[src/rtl/bc_mem_arb_pkg.sv]
// Shared types for the fetch/data memory arbiter: FSM states, transaction owner
// and the latched memory command.
package bc_mem_arb_pkg;

  localparam int unsigned CMD_AW = 32;
  localparam int unsigned CMD_DW = 32;

  localparam int unsigned GNT_F = 0;
  localparam int unsigned GNT_D = 1;

  typedef enum logic [1:0] {
    IDLE  = 2'd0,
    ISSUE = 2'd1,
    WAIT  = 2'd2
  } arb_state_t;

  typedef enum logic {
    OWN_FETCH = 1'b0,
    OWN_DATA  = 1'b1
  } arb_owner_t;

  typedef struct packed {
    logic              we;
    logic [CMD_AW-1:0] addr;
    logic [CMD_DW-1:0] wdata;
  } mem_cmd_t;

  function automatic int unsigned cnt_width(input int unsigned max_val);
    return (max_val < 2) ? 1 : $clog2(max_val + 1);
  endfunction

endpackage

[src/rtl/bc_arb_prio.sv]
// Grant selection for the arbiter: data wins unless fetch has waited through
// MAX_DATA_BURST data grants.
module bc_arb_prio
  import bc_mem_arb_pkg::*;
#(
  parameter int unsigned MAX_DATA_BURST = 4
) (
  input  logic       i_clk,
  input  logic       i_rstn,
  input  logic       i_idle,
  input  logic       i_f_req,
  input  logic       i_d_req,
  output logic [1:0] o_gnt
);

  logic [3:0] burst_cnt_q, burst_cnt_d;
  logic       starve;

  assign starve = i_f_req && (burst_cnt_q == 4'(MAX_DATA_BURST));

  always_comb begin
    o_gnt = '0;
    if (i_idle) begin
      if (i_f_req && (starve || !i_d_req)) o_gnt[GNT_F] = 1'b1;
      else if (i_d_req)                    o_gnt[GNT_D] = 1'b1;
    end
  end

  // Counts only data grants that made fetch wait; any IDLE cycle without a
  // fetch request means fetch is not starving, so the count restarts.
  always_comb begin
    burst_cnt_d = burst_cnt_q;
    if (i_idle) begin
      if (!i_f_req || o_gnt[GNT_F]) burst_cnt_d = '0;
      else if (o_gnt[GNT_D])        burst_cnt_d = burst_cnt_q + 4'd1;
    end
  end

  always_ff @(posedge i_clk or negedge i_rstn) begin
    if (!i_rstn) burst_cnt_q <= '0;
    else         burst_cnt_q <= burst_cnt_d;
  end

endmodule

[src/rtl/bc_mem_arbiter.sv]
// Shares one word-addressed memory port between instruction fetch (read-only)
// and load/store data; one transaction outstanding, read timeout recovery.
//
//   state | meaning
//   IDLE  | arbitrate, pulse gnt, latch command
//   ISSUE | memory command strobes active for one cycle
//   WAIT  | read outstanding, timeout counter running
module bc_mem_arbiter
  import bc_mem_arb_pkg::*;
#(
  parameter int unsigned DATA_WIDTH     = CMD_DW,
  parameter int unsigned ADDR_WIDTH     = CMD_AW,
  parameter int unsigned MAX_DATA_BURST = 4,
  parameter int unsigned TIMEOUT        = 16
) (
  input  logic                  i_clk,
  input  logic                  i_rstn,
  input  logic                  i_f_req,
  input  logic [ADDR_WIDTH-1:0] i_f_addr,
  output logic                  o_f_gnt,
  output logic                  o_f_rvalid,
  output logic [DATA_WIDTH-1:0] o_f_rdata,
  output logic                  o_f_rerr,
  input  logic                  i_d_req,
  input  logic                  i_d_we,
  input  logic [ADDR_WIDTH-1:0] i_d_addr,
  input  logic [DATA_WIDTH-1:0] i_d_wdata,
  output logic                  o_d_gnt,
  output logic                  o_d_rvalid,
  output logic [DATA_WIDTH-1:0] o_d_rdata,
  output logic                  o_d_rerr,
  output logic                  o_mem_ren,
  output logic [ADDR_WIDTH-1:0] o_mem_raddr,
  input  logic [DATA_WIDTH-1:0] i_mem_rdata,
  input  logic                  i_mem_rdata_valid,
  output logic                  o_mem_wen,
  output logic                  o_mem_wdata_valid,
  output logic [ADDR_WIDTH-1:0] o_mem_waddr,
  output logic [DATA_WIDTH-1:0] o_mem_wdata
);

  localparam int unsigned TW = cnt_width(TIMEOUT);
  localparam logic [TW-1:0] TCNT_LOAD = TW'((TIMEOUT > 0) ? TIMEOUT - 1 : 0);

  arb_state_t      state_q;
  arb_owner_t      owner_q;
  mem_cmd_t        cmd_q, cmd_d;
  logic [TW-1:0]   tcnt_q;
  logic [1:0]      gnt;
  logic            rd_ret, tmo;
  logic            mem_ren_q, mem_wen_q;
  logic            f_rvalid_q, f_rerr_q, d_rvalid_q, d_rerr_q;
  logic [DATA_WIDTH-1:0] f_rdata_q, d_rdata_q;

  bc_arb_prio #(
    .MAX_DATA_BURST(MAX_DATA_BURST)
  ) u_prio (
    .i_clk  (i_clk),
    .i_rstn (i_rstn),
    .i_idle (state_q == IDLE),
    .i_f_req(i_f_req),
    .i_d_req(i_d_req),
    .o_gnt  (gnt)
  );

  assign o_f_gnt = gnt[GNT_F];
  assign o_d_gnt = gnt[GNT_D];

  always_comb begin
    cmd_d = '0;
    if (gnt[GNT_D]) begin
      cmd_d.we    = i_d_we;
      cmd_d.addr  = CMD_AW'(i_d_addr);
      cmd_d.wdata = CMD_DW'(i_d_wdata);
    end else begin
      cmd_d.addr  = CMD_AW'(i_f_addr);
    end
  end

  // Read data is only accepted while a read is actually in flight.
  assign rd_ret = i_mem_rdata_valid &&
                  (((state_q == ISSUE) && !cmd_q.we) || (state_q == WAIT));
  assign tmo    = (TIMEOUT != 0) && (state_q == WAIT) && !i_mem_rdata_valid &&
                  (tcnt_q == '0);

  always_ff @(posedge i_clk or negedge i_rstn) begin
    if (!i_rstn) begin
      state_q    <= IDLE;
      owner_q    <= OWN_FETCH;
      cmd_q      <= '0;
      tcnt_q     <= '0;
      mem_ren_q  <= 1'b0;
      mem_wen_q  <= 1'b0;
      f_rvalid_q <= 1'b0;
      f_rerr_q   <= 1'b0;
      f_rdata_q  <= '0;
      d_rvalid_q <= 1'b0;
      d_rerr_q   <= 1'b0;
      d_rdata_q  <= '0;
    end else begin
      mem_ren_q  <= 1'b0;
      mem_wen_q  <= 1'b0;
      f_rvalid_q <= 1'b0;
      f_rerr_q   <= 1'b0;
      d_rvalid_q <= 1'b0;
      d_rerr_q   <= 1'b0;

      if (rd_ret || tmo) begin
        if (owner_q == OWN_DATA) begin
          d_rvalid_q <= 1'b1;
          d_rerr_q   <= tmo;
          d_rdata_q  <= tmo ? '0 : i_mem_rdata;
        end else begin
          f_rvalid_q <= 1'b1;
          f_rerr_q   <= tmo;
          f_rdata_q  <= tmo ? '0 : i_mem_rdata;
        end
      end

      case (state_q)
        IDLE: begin
          if (|gnt) begin
            owner_q   <= gnt[GNT_D] ? OWN_DATA : OWN_FETCH;
            cmd_q     <= cmd_d;
            mem_ren_q <= !cmd_d.we;
            mem_wen_q <= cmd_d.we;
            state_q   <= ISSUE;
          end
        end
        ISSUE: begin
          if (cmd_q.we || i_mem_rdata_valid) begin
            state_q <= IDLE;
          end else begin
            state_q <= WAIT;
            tcnt_q  <= TCNT_LOAD;
          end
        end
        WAIT: begin
          if (i_mem_rdata_valid || tmo) state_q <= IDLE;
          else if (tcnt_q != '0)        tcnt_q  <= tcnt_q - TW'(1);
        end
        default: state_q <= IDLE;
      endcase
    end
  end

  assign o_mem_ren         = mem_ren_q;
  assign o_mem_raddr       = ADDR_WIDTH'(cmd_q.addr);
  assign o_mem_wen         = mem_wen_q;
  assign o_mem_wdata_valid = mem_wen_q;
  assign o_mem_waddr       = ADDR_WIDTH'(cmd_q.addr);
  assign o_mem_wdata       = DATA_WIDTH'(cmd_q.wdata);
  assign o_f_rvalid        = f_rvalid_q;
  assign o_f_rerr          = f_rerr_q;
  assign o_f_rdata         = f_rdata_q;
  assign o_d_rvalid        = d_rvalid_q;
  assign o_d_rerr          = d_rerr_q;
  assign o_d_rdata         = d_rdata_q;

endmodule

[config.mk]
export PLATFORM = sky130hd
export DESIGN_NAME = bc_mem_arbiter
export DESIGN_NICKNAME = d
export VERILOG_FILES = /design/src/rtl/bc_mem_arb_pkg.sv /design/src/rtl/bc_arb_prio.sv /design/src/rtl/bc_mem_arbiter.sv
export SDC_FILE = /design/constraint.sdc
export NUM_CORES = 1
export LEC_CHECK = 0
export CORE_MARGIN = 2
export CORE_UTILIZATION = 39
export DETAILED_ROUTE_END_ITERATION = 6
export PLACE_DENSITY_LB_ADDON = 0.2
export SETUP_SLACK_MARGIN = 0.05
export SYNTH_ARGS = -nofsm -noshare
export SYNTH_HDL_FRONTEND = slang
export SYNTH_SLANG_ARGS = --single-unit
[constraint.sdc]
create_clock -name i_clk -period 1.6 [get_ports i_clk]
set_input_delay 0.32 -clock i_clk [delete_from_list [all_inputs] [get_ports i_clk]]
set_output_delay 0.32 -clock i_clk [all_outputs]
set_load 0.01 [all_outputs]
-- Word-level counts from Yosys, hierarchy flattened
Index checks and enable logic that the tools add are counted.
- logic and storage cells: 86
- register bits after elaboration: 147
- output and inout port bits: 169
- input bits: 134
- bitwise operators: 1
- multiplexer cells: 31
- equal/unequal tests: 8
- $add $sub $neg: 2
- reduce and logical (&&, ||, !) cells: 29
- operators by type and width (cell ; count):
    two-way mux 32 bit ; 3
    two-way mux 1 bit ; 17
    two-way mux 5 bit ; 3
    case mux 5 bit (2 select lines) ; 1
    AND reduction 2 bit ; 5
    two-way mux 2 bit ; 4
    two-way mux 4 bit ; 2
    logical AND 1 bit ; 6
    logical OR 1 bit ; 6
    != test 2 bit, second input constant ; 3
    case mux 2 bit (3 select lines) ; 1
    logical NOT 1 bit ; 5
    logical NOT 5 bit ; 1
    nonzero test 5 bit ; 1
    subtractor 5 x 1 -> 5 bit, second input constant ; 1
    adder 4 x 1 -> 4 bit, second input constant ; 1
    equality test 4 x 3 -> 1 bit, second input constant ; 1
    != test 2 x 1 -> 1 bit, second input constant ; 2
    AND reduction 4 bit ; 1
    nonzero test 2 bit ; 2
    equality test 2 x 1 -> 1 bit, second input constant ; 1
    equality test 2 bit, second input constant ; 1
    logical NOT 2 bit ; 1
    OR reduction 2 bit ; 1
    NOT 1 bit ; 1

-- Longest topological paths before layout
Gate-level depths: netlist of the first run.
- depth in word-level cells: 10
- gate-level depth with buffers: 8
- depth with buffers taken out: 5

-- By module
A second synthesis of the first run with hierarchy kept.
- cells, all modules: 534
- area, all modules: 6468.7 µm²
- modules (own cells, without submodules) (module ; area an instance (µm²) ; cells each ; seq. area each (µm²) ; times used):
    bc_mem_arbiter ; 6211.0 ; 508 ; 3578.4 ; 1
    bc_arb_prio ; 257.7 ; 26 ; 100.1 ; 1

-- Worst setup path before layout of the first run
Ideal clock, no wire load.
- kind: reg-to-reg
- start point: register tcnt_q[0]
- end point: register tcnt_q[0]
- clock period less this slack: 1.749 ns
- setup slack: -0.149 ns
- arrival: 1.630 ns
- stages on the path, launching flop included: 8
- data required time: 1.481 ns
- path buffers: 2
- library setup time: 0.119 ns
- cells stage by stage: dfrtp_1 inv_1 ha_1 or4b_1 buf_2 buf_6 a21o_1 o21a_1
- longest elaborated chain between the ends: 5
- elaborated cells between the ends (all ways): 11
- classes of those cells: add/sub (1); eq/ne (2); mux (3); reduce/logical (5)
- ends and longest elaborated chain (what ; RTL line ; RTL):
    from (decl) ; bc_mem_arbiter.sv:48 ; logic [TW-1:0] tcnt_q;
    from (signal assigned) ; bc_mem_arbiter.sv:140 ; else if (tcnt_q != '0) tcnt_q <= tcnt_q - TW'(1);
    parallel branches: the longest is 5 deep, another holds subtractor 5 x 1 -> 5 bit ; - ;
Several ways; the timed one is not identified. The select of a mux whose other input is x is not followed.
A chain may end at the register's enable or synchronous reset.

-- Final worst setup path of the first run
- start point: register u_prio.burst_cnt_q[1]
- end point: output o_f_gnt
- longest elaborated chain between the ends: 6
- ends and longest elaborated chain (what ; RTL line ; RTL):
    from (decl) ; bc_arb_prio.sv:16 ; logic [3:0] burst_cnt_q, burst_cnt_d;
    from (signal assigned) ; bc_arb_prio.sv:41 ; else burst_cnt_q <= burst_cnt_d;
    equality test 4 x 3 -> 1 bit ; bc_arb_prio.sv:19 ; assign starve = i_f_req && (burst_cnt_q == 4'(MAX_DATA_BURST));
    logical AND 1 bit ; bc_arb_prio.sv:19 ;
    logical OR 1 bit ; bc_arb_prio.sv:24 ; if (i_f_req && (starve || !i_d_req)) o_gnt[GNT_F] = 1'b1;
    logical AND 1 bit ; bc_arb_prio.sv:24 ;
    two-way mux 1 bit ; bc_arb_prio.sv:24 ;
    two-way mux 2 bit ; bc_arb_prio.sv:23 ; if (i_idle) begin
    to (decl) ; bc_mem_arbiter.sv:20 ; output logic o_f_gnt,
No other way between the ends.

==> metrics list, run 1 <==
- Required time at the worst-slack endpoint: approximately 1.3 ns
- First-pass iteration count of the detailed router: 6
- Synthesized instance count: a little under 700
- Max-cap violations in this run came to 0.
* Vias per inst: 5.06
- Type of the setup path with the least slack: reg -> out
- Worst Slack Setup Final: -0.384 ns
* CTS H-Tree Depth: 4
- After floorplanning, the core was divided into a little under 50 placement rows.
* Worst Tran Pin Value: around 0.63 ns
- On the final layout, the worst hold slack is between 0.3 and 0.4 ns.
- The critical path goes through inv_2 > ha_4 > nand3b_1 > buf_6 > a211oi_4 > buf_2.
- Via count of the first global-routing pass: about 6,400
* DIE AREA: 19,400 µm²
* Post-synthesis sequential area ratio: about half
- Overall routed net length: 22.5 mm
- Following the worst setup path forward leads to its endpoint at o_f_gnt.
- In the final layout, the share of cells above drive strength 1 is 21.7%.
* Pin count of the biggest net entering global routing: between 40 and 50
- Worst-path fanout max: 2
- Across all register-to-register paths, the minimum setup slack is -0.29 ns.
- TritonCTS created 17 clock buffers.
* Vias post-DR: between 5,000 and 6,000
- Counting distinct cell types in the post-synthesis netlist gives ~40.
- Counting cells, the worst reg-to-reg path comes to 7.
* Port bufs: 302
- Remaining number of nets flagged by the antenna check after routing: 0
- Subtracting the final worst setup slack from the clock period gives a little under 2 ns.
- Each instance of the synthesized netlist takes up on average between 10 and 15 µm².
* Synthesized Nets: ~820
- Worst path top cell family by delay: buffers and inverters
- For this design the top-level I/O count stands at between 300 and 400.
* Clock network latency to the later pin of the worst-skew pair: 0.43 ns
* Worst hold-check path type: in -> async
* FF+latch count, synth: approximately 150
* Critical-path top delay cell: sky130_fd_sc_hd__dfrtp_1
- Relative slew slack: roughly 58%
- For this run, design rule violations remaining after detail routing come to 0.
* Number of antenna violations at the first check in global routing: 1
- The number of buffers and inverters on the critical path is 3.
- Arr. time, crit path: between 1.5 and 2 ns
* Non-filler cells, final: 1,185
- At the end of the flow, the number of nets in the layout was between 1,000 and 1,500.
- Final Power: a little over 20 mW
- The clock drives ~150 sinks.
* Last weighted congestion value of the routability-driven placer: between 0.8 and 0.9
* Synth-to-Final Area Change: 59.8%
* Power density of the placed cells: ~1800 nW/µm²
- Setup violations remaining at the end of the flow were counted as 138.
* Antenna Diode Count: 0
- Leakage power summed over all cells: about 6 nW
* Worst setup path startpoint: u_prio.burst_cnt_q[1]$_DFFE_PN0P_
* Number of cells on the critical path: 6
- The first global-routing pass estimated approximately 35 mm of wire.
- Clock tree from TritonCTS: yes
* Post-synthesis instance area: roughly 7100 µm²
- Remaining global-route overflow: 0
- Failing checks: setup timing
- In the final layout, the multi-input gates occupy roughly 2400 µm².
- Worst-path clk slew: around 0.06 ns
- The clock passes through at most 2 buffers.
- # placed instances: 1,117
* Die outline width: between 100 and 150 µm
- Floorplan die height: 139 µm
* Initial cell density of the core: between 30% and 40%
- For the final database, setup skew stands at 0.0121 ns.
* Clk root buf: sky130_fd_sc_hd__clkbuf_16
- Estimated wirelength of the detail-placed design: approximately 14 mm
* Achievable Freq: around 500 MHz
* Run status: complete, but fails checks
* Worst voltage drop across the vdd grid: 0.000923 V
* Fill cells: about 1,400
- STA classifies the critical path startpoint as a register.
- Total core area: approximately 18,000 µm²
* RR Endpoint: o_f_rdata[13]$_DFFE_PN0P_
- In this run, the number of DRC markers left after iteration 0 of detailed routing was 433.
* Kind of end point of the critical path: output port
* Number of warnings issued by yosys: 0
- On the worst path, the slowest cell contributes a delay of about 0.4 ns.
- Setup repair after global routing could not meet its margin everywhere.
- Area of all sequential standard cells: ~3700 µm²
- The final count of hold timing violations was 0.
- The worst path uses 124% of the clock period.
* Routed WL per cell: about 19 µm
- Global routing used 22.8% of the available tracks.
- The max-slew violation total from the final report is 0.
* Reg2Reg Launch Point: tcnt_q[0]$_DFFE_PN0P_
## layout make-up
type                            instances  area share, %
Timing Repair Buffer                  383           34.4
Sequential cell                       147           32.3
Multi-Input combinational cell        258           21.3
Inverter                              136           4.48
Clock buffer                           18           3.85
Tap cell                              229           2.51
Clock inverter                         14           1.24
## what timing repair did
item / CTS / global route
endpoints found under the hold margin: 38 / 0
gates resized for setup: 282 / 77
gates cloned: 10 / 4
pin swaps: 36 / 61
setup buffers: 18 / 12
hold buffers: 1 / 0
setup endpoints to repair: 305 / 146
## worst reg2reg max path: stages (launching register included)
cell and delay [ns]:
sky130_fd_sc_hd__dfrtp_1 0.39, sky130_fd_sc_hd__inv_2 0.08, sky130_fd_sc_hd__ha_4 0.13, sky130_fd_sc_hd__or4b_4 0.58
sky130_fd_sc_hd__buf_6 0.19, sky130_fd_sc_hd__buf_16 0.15, sky130_fd_sc_hd__o21ai_2 0.13, sky130_fd_sc_hd__mux2i_1 0.11
## logic make-up (layout without fill, tap and decap cells)
family | Yosys count | count (layout) | synth area share, %
mux | 66 | 66 | 9.26
compound gates | 151 | 151 | 15.1
simple gates | 37 | 37 | 3.14
flops | 147 | 147 | 51.5
buf+inv | 273 | 551 | 20.2
fa+ha+maj | 4 | 4 | 0.701
## cell usage in the layout, fill, tap and decap left out, drive strengths merged, types with 2 or more instances in the layout
cell type,n
nand3b,2
ha,4
nand3,5
o21a,3
nor2,6
nor4b,2
inv,144
nand4,2
clkinv,2
nor3,2
and2,2
nor2b,3
o21ai,69
clkdlybuf4s50,132
clkinvlp,3
a22o,33
buf,80
dfrtp,147
a21oi,4
nand2,7
nor3b,2
clkbuf,22
a222oi,32
dlygate4sd2,165
mux2i,66
## flip-flops by register name, summed over array words and instances (netlist names)
register and count:
tcnt_q 5, o_mem_wdata_valid 1, o_f_rdata 32, o_f_rerr 1, o_mem_raddr 32, u_prio.burst_cnt_q 4
o_f_rvalid 1, o_d_rerr 1, state_q 2, o_d_rvalid 1, o_d_rdata 32, cmd_q 1
owner_q 1, o_mem_ren 1, o_mem_wdata 32
## metrics by stage
| stage | utilization [%] | instance area (µm²) | setup WS (ns) | TNS (ns) |
|---|---|---|---|---|
| floorplan | - | 7180 | -0.149 | -8.30 |
| detailed placement | 55.7 | 10000 | -0.409 | -37.56 |
| CTS | 61.6 | 11100 | -0.448 | -32.05 |
| finish | 63.5 | 11400 | -0.384 | -26.14 |
| global placement | 55.7 | 10000 | -0.363 | -32.63 |
| global route | 63.5 | 11400 | -0.473 | -34.08 |
## power breakdown
part	switching, mW	internal (mW)
sequential	1.24	5.49
clock	1.70	2.23
combinational	4.71	5.12
## cells in the mapped netlist
library cell | instances | area (µm²)
sky130_fd_sc_hd__dfrtp_1 | 147 | 3680
sky130_fd_sc_hd__inv_1 | 136 | 510
sky130_fd_sc_hd__buf_4 | 104 | 781
sky130_fd_sc_hd__mux2i_1 | 66 | 661
sky130_fd_sc_hd__o21ai_0 | 50 | 250
sky130_fd_sc_hd__a22o_1 | 33 | 289
sky130_fd_sc_hd__a222oi_1 | 32 | 320
sky130_fd_sc_hd__clkbuf_1 | 19 | 71.3
sky130_fd_sc_hd__o21ai_1 | 19 | 95.1
sky130_fd_sc_hd__buf_2 | 9 | 45.0
sky130_fd_sc_hd__nand2_1 | 7 | 26.3
sky130_fd_sc_hd__nand3_1 | 5 | 25.0
sky130_fd_sc_hd__nor2_1 | 5 | 18.8
sky130_fd_sc_hd__a21oi_1 | 4 | 20.0
sky130_fd_sc_hd__ha_1 | 4 | 50.1
sky130_fd_sc_hd__nor2b_1 | 3 | 18.8
sky130_fd_sc_hd__o21a_1 | 3 | 22.5
sky130_fd_sc_hd__and2_1 | 2 | 12.5
sky130_fd_sc_hd__buf_1 | 2 | 7.51
sky130_fd_sc_hd__buf_6 | 2 | 22.5
sky130_fd_sc_hd__nand3b_1 | 2 | 15.0
sky130_fd_sc_hd__nand4_1 | 2 | 12.5
sky130_fd_sc_hd__nor3_1 | 2 | 10.0
sky130_fd_sc_hd__nor3b_2 | 2 | 25.0
sky130_fd_sc_hd__nor4b_1 | 2 | 17.5
sky130_fd_sc_hd__a211oi_2 | 1 | 12.5
sky130_fd_sc_hd__a21boi_0 | 1 | 7.51
sky130_fd_sc_hd__a21o_1 | 1 | 7.51
sky130_fd_sc_hd__a311oi_1 | 1 | 8.76
sky130_fd_sc_hd__a31o_2 | 1 | 8.76
sky130_fd_sc_hd__a31oi_1 | 1 | 6.26
sky130_fd_sc_hd__and3_1 | 1 | 6.26
sky130_fd_sc_hd__clkbuf_2 | 1 | 5.00
sky130_fd_sc_hd__nor2_4 | 1 | 11.3
sky130_fd_sc_hd__o211a_1 | 1 | 10.0
sky130_fd_sc_hd__o211ai_1 | 1 | 7.51
sky130_fd_sc_hd__o22ai_1 | 1 | 6.26
sky130_fd_sc_hd__o311ai_0 | 1 | 8.76
sky130_fd_sc_hd__or2_1 | 1 | 6.26
sky130_fd_sc_hd__or3b_2 | 1 | 8.76
sky130_fd_sc_hd__or4b_1 | 1 | 10.0
## worst min-delay path by stage
stage	slack [ns]	to	start
after detailed placement	0.27	o_mem_raddr[5]$_DFFE_PN0P_	i_rstn
after global placement	0.27	o_mem_raddr[5]$_DFFE_PN0P_	i_rstn
after global routing	0.42	o_mem_raddr[5]$_DFFE_PN0P_	i_rstn
final	0.39	o_mem_raddr[5]$_DFFE_PN0P_	i_rstn
after CTS	0.39	o_mem_raddr[5]$_DFFE_PN0P_	i_rstn
after floorplan	0.02	cmd_q[64]$_DFFE_PN0P_	i_rstn
## routing by layer
layer,vias up,global-route usage [%],part of all wire [%]
met5,-,0,0.058
met4,2,7.97,2.3
met3,36,5.26,5.3
met2,232,40.0,52
met1,2985,27.5,41
li1,2738,-,-
Power figures use the tool's default switching activity.
==> inputs of run 2 (changes only) <==
--- a/config.mk
+++ b/config.mk
@@ -6,7 +6,8 @@
 export NUM_CORES = 1
 export LEC_CHECK = 0
 export CORE_MARGIN = 2
-export CORE_UTILIZATION = 39
+export CORE_UTILIZATION = 40
+export CTS_BUF_LIST = sky130_fd_sc_hd__clkbuf_8
 export DETAILED_ROUTE_END_ITERATION = 6
 export PLACE_DENSITY_LB_ADDON = 0.2
 export SETUP_SLACK_MARGIN = 0.05
==> run 2 against run 1 <==
Net effect: the flow still finishes with violations (setup timing); worst setup slack improved by 0.00097 ns; sequential power decreased by 0.7%; sequential share of layout area decreased by 0.14 points; via count about the same.
==> metrics list, run 2 (synthesis results as in run 1) <==
- For this run, design rule violations remaining after detail routing come to 0.
* CTS H-Tree Depth: 4
- Summed over all nets, the switching power comes to between 7 and 8 mW.
- Dividing the detail-routed wire length by the instance count gives just under 20 µm.
* Pins Over Slew Limit: 0
* Comb power frac: about 52%
* Number of nets in the layout: ~1,100
- Period minus WS final: between 1.5 and 2 ns
* Via count of the first global-routing pass: 6,209
* # placed instances: 1,116
- Entering global routing, the biggest net connects 67 pins.
* Arr. time, crit path: 1.66 ns
* Final cycle utilization of the critical path: 124%
- Overall routing resource usage: 22.9%
* CTS Buffer Depth: 2
- Die outline width: 138 µm
- Clock network latency to the later pin of the worst-skew pair: about 0.45 ns
- Kind of end point of the critical path: output port
* Remaining global-route overflow: 0
- Dividing total power by cell area gives a power density of about 1700 nW/µm².
- Run status: complete, but fails checks
- Initial cell density of the core: 41.1%
- Failing checks: setup timing
- The final count of hold timing violations is 0.
- Achievable Freq: just over 500 MHz
- After clock tree synthesis, the clock-pin slew on the worst setup and hold paths is 0.09 ns.
- The floorplan step set the die height to 138 µm.
- Routability-driven placement finished with a final weighted congestion of between 0.8 and 0.9.
* Clock Power Share: between 10% and 20%
- Once layout is complete, the cells apart from fillers number 1,180.
- Fill cells: 1,309
- The worst hold path belongs to the class in -> async.
- Worst setup timing slack at the placement stage: -0.468 ns
- Leading cell types in the layout, fill and taps excluded: sky130_fd_sc_hd__dfrtp_1 (147), sky130_fd_sc_hd__inv_1 (134), sky130_fd_sc_hd__clkdlybuf4s50_1 (132), sky130_fd_sc_hd__dlymetal6s2s_1 (104), sky130_fd_sc_hd__mux2i_1 (65)
* Total core area: approximately 17,000 µm²
* Worst setup path startpoint: u_prio.burst_cnt_q[0]$_DFFE_PN0P_
- Most common cell after layout, fill and taps aside: sky130_fd_sc_hd__dfrtp_1
- Counting every sink on the clock net gives between 100 and 150.
- The repair_antennas step left the layout with diodes totalling 0.
- Number of antenna violations at the first check in global routing: 0
* Max Cap Violations: 0
- Number of endpoints failing setup at the final stage: ~140
* Worst Tran Pin Value: about 0.65 ns
* Required time at the worst-slack endpoint: about 1.3 ns
- Input and output buffers added on the ports amount to between 300 and 400.
- Summed area of non-filler cells in the final layout: ~11,000 µm²
- DIE AREA: approximately 19,000 µm²
- Using the TritonRoute via totals, the vias-per-cell ratio works out to 5.07.
- Remaining number of nets flagged by the antenna check after routing: 0
- Reg2Reg Launch Point: tcnt_q[0]$_DFFE_PN0P_
- For this block, the routed nets add up to 22.7 mm of wire.
* Critical Path Start Type: register
* Count of standard-cell rows: 48
* Vias post-DR: 5,988
- Type of the setup path with the least slack: reg -> out
* Relative slew slack: between 50% and 60%
- The post-route netlist has approximately a fifth of its cells at a drive strength greater than 1.
* Synth-to-Final Area Change: 60.5%
- Setup repair after global routing could not meet its margin everywhere.
* Worst Slack Setup Final: -0.383 ns
- Number of I/O pins: between 300 and 400
- In this run, flip-flops and latches consume 34.0% of the power.
- Leakage power summed over all cells: around 6.6 nW
- Clock tree synthesis selected as its root buffer the cell sky130_fd_sc_hd__clkbuf_8.
* Clock tree from TritonCTS: yes
- Post-route clock skew: ~0.016 ns
- Global-route wire length before repair: roughly 33 mm
- Clock buffer count from CTS: 17
* Worst voltage drop across the vdd grid: approximately 0.0008 V
- Along the worst path, the maximum fanout reaches 2.
* Switch share: a little under two fifths
* Estimated wirelength of the detail-placed design: about 14 mm
- First-pass iteration count of the detailed router: 6
- Post-Place Cell Area: 10,000 µm²
* Internal power: 12.3 mW
- After the first detailed-routing iteration, the DRC count stood at 303.
[run 2: power by group through the flow]
stage	Sequential, mW	Clock [mW]	Combinational, mW
after floorplan	6.77	0	5.48
after global placement	6.54	0	9.82
after global routing	6.90	2.99	11.0
final	6.68	2.75	10.2
after detailed placement	6.60	0	10.1
after CTS	6.65	2.83	10.0
[run 2: worst paths after layout]
| path | end | slack [ns] | depth (start not counted) |
|---|---|---|---|
| max in group asynchronous | o_f_rdata[2]$_DFFE_PN0P_ | 0.61 | 3 |
| min in group i_clk | o_mem_raddr[14]$_DFFE_PN0P_ | 0.43 | 3 |
| worst max register to register | tcnt_q[1]$_DFFE_PN0P_ | -0.30 | 7 |
| worst max-delay path | o_d_gnt | -0.38 | 6 |
| worst min-delay path | o_f_rdata[13]$_DFFE_PN0P_ | 0.35 | 2 |
| worst min register to register | o_mem_wdata[8]$_DFFE_PN0P_ | 0.49 | 1 |
[run 2: critical path, cell delays in order (launching register included)]
cell and delay [ns]:
sky130_fd_sc_hd__dfrtp_1 0.39, sky130_fd_sc_hd__inv_1 0.06, sky130_fd_sc_hd__ha_1 0.14, sky130_fd_sc_hd__nand3b_1 0.11, sky130_fd_sc_hd__buf_4 0.16, sky130_fd_sc_hd__o211a_4 0.23, sky130_fd_sc_hd__buf_2 0.14
[run 2: timing repair]
item / CTS / global route
gates resized for setup: 185 / 154
setup endpoints to repair: 305 / 246
endpoints found under the hold margin: 35 / 0
hold buffers: 1 / 0
pin swaps: 41 / 29
setup buffers: 14 / 4
gates cloned: 10 / 5
[run 2: area by class of cell]
type / count / area (µm²) / area share, %
flip-flops and latches: 147 / 3680 / 32.1
clock buffers: 19 / 262 / 2.28
multi-input cells: 258 / 2380 / 20.8
inverters: 136 / 510 / 4.46
well taps: 225 / 282 / 2.46
clock inverters: 13 / 111 / 0.972
repair buffers: 382 / 4230 / 37.0
[run 2: per-layer routing]
layer | up-vias | global-route usage, % | wire [µm]
li1 | 2720 | - | -
met1 | 2970 | 26.9 | 8800
met2 | 258 | 40.4 | 11900
met3 | 40 | 5.19 | 1510
met4 | 0 | 9.05 | 564
met5 | - | 0 | 0
[run 2: per-stage QoR]
step	power, mW	TNS (ns)	hold slack (ns)	utilization [%]
detailed placement	16.7	-49.97	0.277	57.7
global route	20.9	-35.04	0.339	66.0
global placement	16.4	-43.49	0.274	57.7
floorplan	12.2	-8.30	0.0244	-
finish	19.7	-26.74	0.349	66.0
CTS	19.5	-43.98	0.340	62.9
==> inputs of run 3 (changes only) <==
--- a/config.mk
+++ b/config.mk
@@ -10,6 +10,7 @@
 export CTS_BUF_LIST = sky130_fd_sc_hd__clkbuf_8
 export DETAILED_ROUTE_END_ITERATION = 6
 export PLACE_DENSITY_LB_ADDON = 0.2
+export REMOVE_ABC_BUFFERS = 1
 export SETUP_SLACK_MARGIN = 0.05
 export SYNTH_ARGS = -nofsm -noshare
 export SYNTH_HDL_FRONTEND = slang
==> run 3 against run 2 <==
Net effect: the run ends with DRC, setup timing left; sequential share of layout area increased by 0.16 points; global-route usage increased by 2.4 points; cell count increased by 2.0%; final area decreased by 0.46%; flip-flop and latch count unchanged; clock power increased by 12%; maximum frequency decreased by 1.4%; die area unchanged; first-iteration DRC count increased by 23%; critical path type unchanged; critical endpoint is now o_f_gnt.
==> metrics list, run 3 (synthesis results as in run 1) <==
* Fill cells: 1,365
* Sum of met2 wire segment lengths after detailed routing: 12.9 mm
- The worst setup path is captured at an output port.
- # placed instances: around 1,100
- The die is between 100 and 150 µm wide.
- The detailed router put a total of ~8.6 mm of wire on met1.
- Reg2Reg Launch Point: u_prio.burst_cnt_q[1]$_DFFE_PN0P_
* Worst-path fanout max: 3
- The final count of hold timing violations is 0.
- In this run, the clock network consumes around 15% of the power.
* Achievable Freq: approximately 500 MHz
* Number of I/O pins: between 300 and 400
* Estimated wirelength of the detail-placed design: 15.6 mm
- Setup repair after global routing could not meet its margin everywhere.
- The analysis attributes to net switching a power of between 7 and 8 mW.
* Floorplan die height: ~140 µm
* Clock buffer count from CTS: 17
- In the routed layout, each cell is associated on average with a via count of between 5 and 6.
* Power density of the placed cells: between 1500 and 2000 nW/µm²
* Clock net sink count: approximately 150
* Leakage power summed over all cells: slightly below 6 nW
- Fin Setup TNS: -28.37 ns
- Combinational logic is responsible for between 50 and 60% of the overall power.
- The finished layout holds between 1,000 and 1,500 standard cells, fillers aside.
- Leaving out fill and tap cells, the most frequent cell in the layout is sky130_fd_sc_hd__dfrtp_1.
* Number of nets in the layout: roughly 1,100
- Data on the critical path arrives at its endpoint at between 1.5 and 2 ns.
- 1st-iter DRT viols: 374
* CTS Buffer Depth: 2
- In this run switching power makes up between 30% and 40% of total power.
* Worst Hold Margin: between 0.2 and 0.3 ns
* Pins Over Slew Limit: 0
- The setup path with the least slack is of type reg -> out.
* Max Cap Violations: 0
* Run status: complete, but fails checks
- Fraction of power consumed by sequential logic: between 30 and 40%
- Reg2reg setup slack: -0.32 ns
- Summing over every cut layer, the via total after detailed routing is 6,135.
- Critical Path Start Type: register
- Synth-to-Final Area Change: 59.8%
- The number of global-route vias before repair was 6,379.
- Internal power: 12.4 mW
- Summed over all layers, the routed wires come to 24.4 mm.
- Final cycle utilization of the critical path: 126%
- The clock tree synthesis step divided the H-tree into 4 levels.
- TritonCTS built the clock tree.
- Global-route wire length before repair: between 30 and 40 mm
- During placement, the flow inserted port buffers numbering ~300.
- The total overflow left after global routing is 0.
- Setup violations remaining at the end of the flow were counted as 138.
- The repair_antennas step left the layout with diodes totalling 0.
- Required time at the worst-slack endpoint: ~1.3 ns
- The first detailed-routing pass took 7 iterations.
- Ratio of cells with drive above 1 in the final layout: a little under a quarter
* Worst Slack Setup Final: -0.412 ns
* Highest Signal Layer: met4
- In the final routed layout, each cell accounts on average for a little over 20 µm.
- Overall routing resource usage: approximately a quarter
- DIE AREA: around 19,000 µm²
- The design draws just over 20 mW.
* Failing checks: DRC, setup timing
* Total core area: about 17,000 µm²
* Remaining number of nets flagged by the antenna check after routing: 0
* Pin count of the biggest net entering global routing: 67
* Initial cell density of the core: between 40% and 50%
- Clock network latency to the later pin of the worst-skew pair: 0.47 ns
- Leading cell types in the layout, fill and taps excluded: sky130_fd_sc_hd__dfrtp_1 (146), sky130_fd_sc_hd__dlygate4sd2_1 (135), sky130_fd_sc_hd__inv_1 (132), sky130_fd_sc_hd__clkdlybuf4s50_1 (132), sky130_fd_sc_hd__mux2i_1 (66)
- Routability-driven placement finished with a final weighted congestion of approximately 0.84.
* Worst-path clk slew: 0.10 ns
- Clk root buf: sky130_fd_sc_hd__clkbuf_8
* Count of standard-cell rows: 48
* Worst Tran Pin Value: approximately 0.43 ns
- Depth of the worst register-to-register path: 8
- Worst voltage drop across the vdd grid: between 0.0009 and 0.001 V
- In the detailed route, the total length drawn on met3 is 2.20 mm.
* Worst hold-check path type: in -> async
* Number of antenna violations at the first check in global routing: 0
* Post-route clock skew: 0.0142 ns
- RR Endpoint: o_mem_raddr[8]$_DFFE_PN0P_
- Headroom to the max-slew limit came out at roughly 71%.
- Residual DRC count: 1
* Period minus WS final: 2.01 ns
[run 3: how the worst max path moves through the flow]
stage,startpoint,to,depth (start not counted)
2_1_floorplan,state_q[1]$_DFFE_PN0P_,o_d_rdata[0]$_DFFE_PN0P_,3
3_3_place_gp,i_f_req,o_d_gnt,4
3_5_place_dp,i_f_req,o_mem_raddr[3]$_DFFE_PN0P_,5
4_1_cts,u_prio.burst_cnt_q[0]$_DFFE_PN0P_,o_d_gnt,5
5_1_grt,u_prio.burst_cnt_q[1]$_DFFE_PN0P_,o_f_gnt,5
6_report,u_prio.burst_cnt_q[1]$_DFFE_PN0P_,o_f_gnt,5
[run 3: worst max-delay path, stage by stage (launching register included)]
cell and delay, ns:
sky130_fd_sc_hd__dfrtp_1 0.40, sky130_fd_sc_hd__inv_2 0.09, sky130_fd_sc_hd__ha_4 0.13, sky130_fd_sc_hd__nand3b_1 0.18, sky130_fd_sc_hd__a211oi_4 0.27, sky130_fd_sc_hd__buf_4 0.17
[run 3: metrics by stage]
stage	util [%]	cell area (µm²)	worst slack, ns
final	65.7	11400	-0.412
after global routing	65.7	11400	-0.501
after floorplan	-	6200	-1.70
after CTS	63.9	11100	-0.430
after detailed placement	57.8	10000	-0.555
after global placement	57.8	10000	-0.488
[run 3: area by class of cell]
cell class	instances	area [µm²]	share of cell area [%]
Inverter	136	510	4.48
Sequential cell	147	3680	32.3
Clock inverter	14	165	1.45
Tap cell	225	282	2.47
Timing Repair Buffer	406	4110	36.1
Multi-Input combinational cell	258	2400	21.1
Clock buffer	18	248	2.17
[run 3: repair_timing]
action                     in CTS  in global routing
gates resized for setup       339                 67
hold buffers                    1                  0
hold endpoints to repair       28                  0
pin swaps                      68                 50
setup endpoints to repair     305                160
setup buffers                  27                 14
cloned                          9                 10
[run 3: routing by layer]
layer / track usage, % / up-vias
li1: - / 2768
met1: 26.7 / 3030
met2: 45.8 / 289
met3: 8.83 / 48
met4: 10.3 / 0
met5: 0 / -
[run 3: power groups by stage]
stage          combinational (mW)  sequential (mW)  clock, mW
6_report                     10.5             6.79       3.09
5_1_grt                      11.2             6.97       3.31
3_5_place_dp                 10.2             6.69          0
2_1_floorplan                2.90             7.54          0
4_1_cts                      9.51             6.72       3.15
3_3_place_gp                 9.97             6.63          0
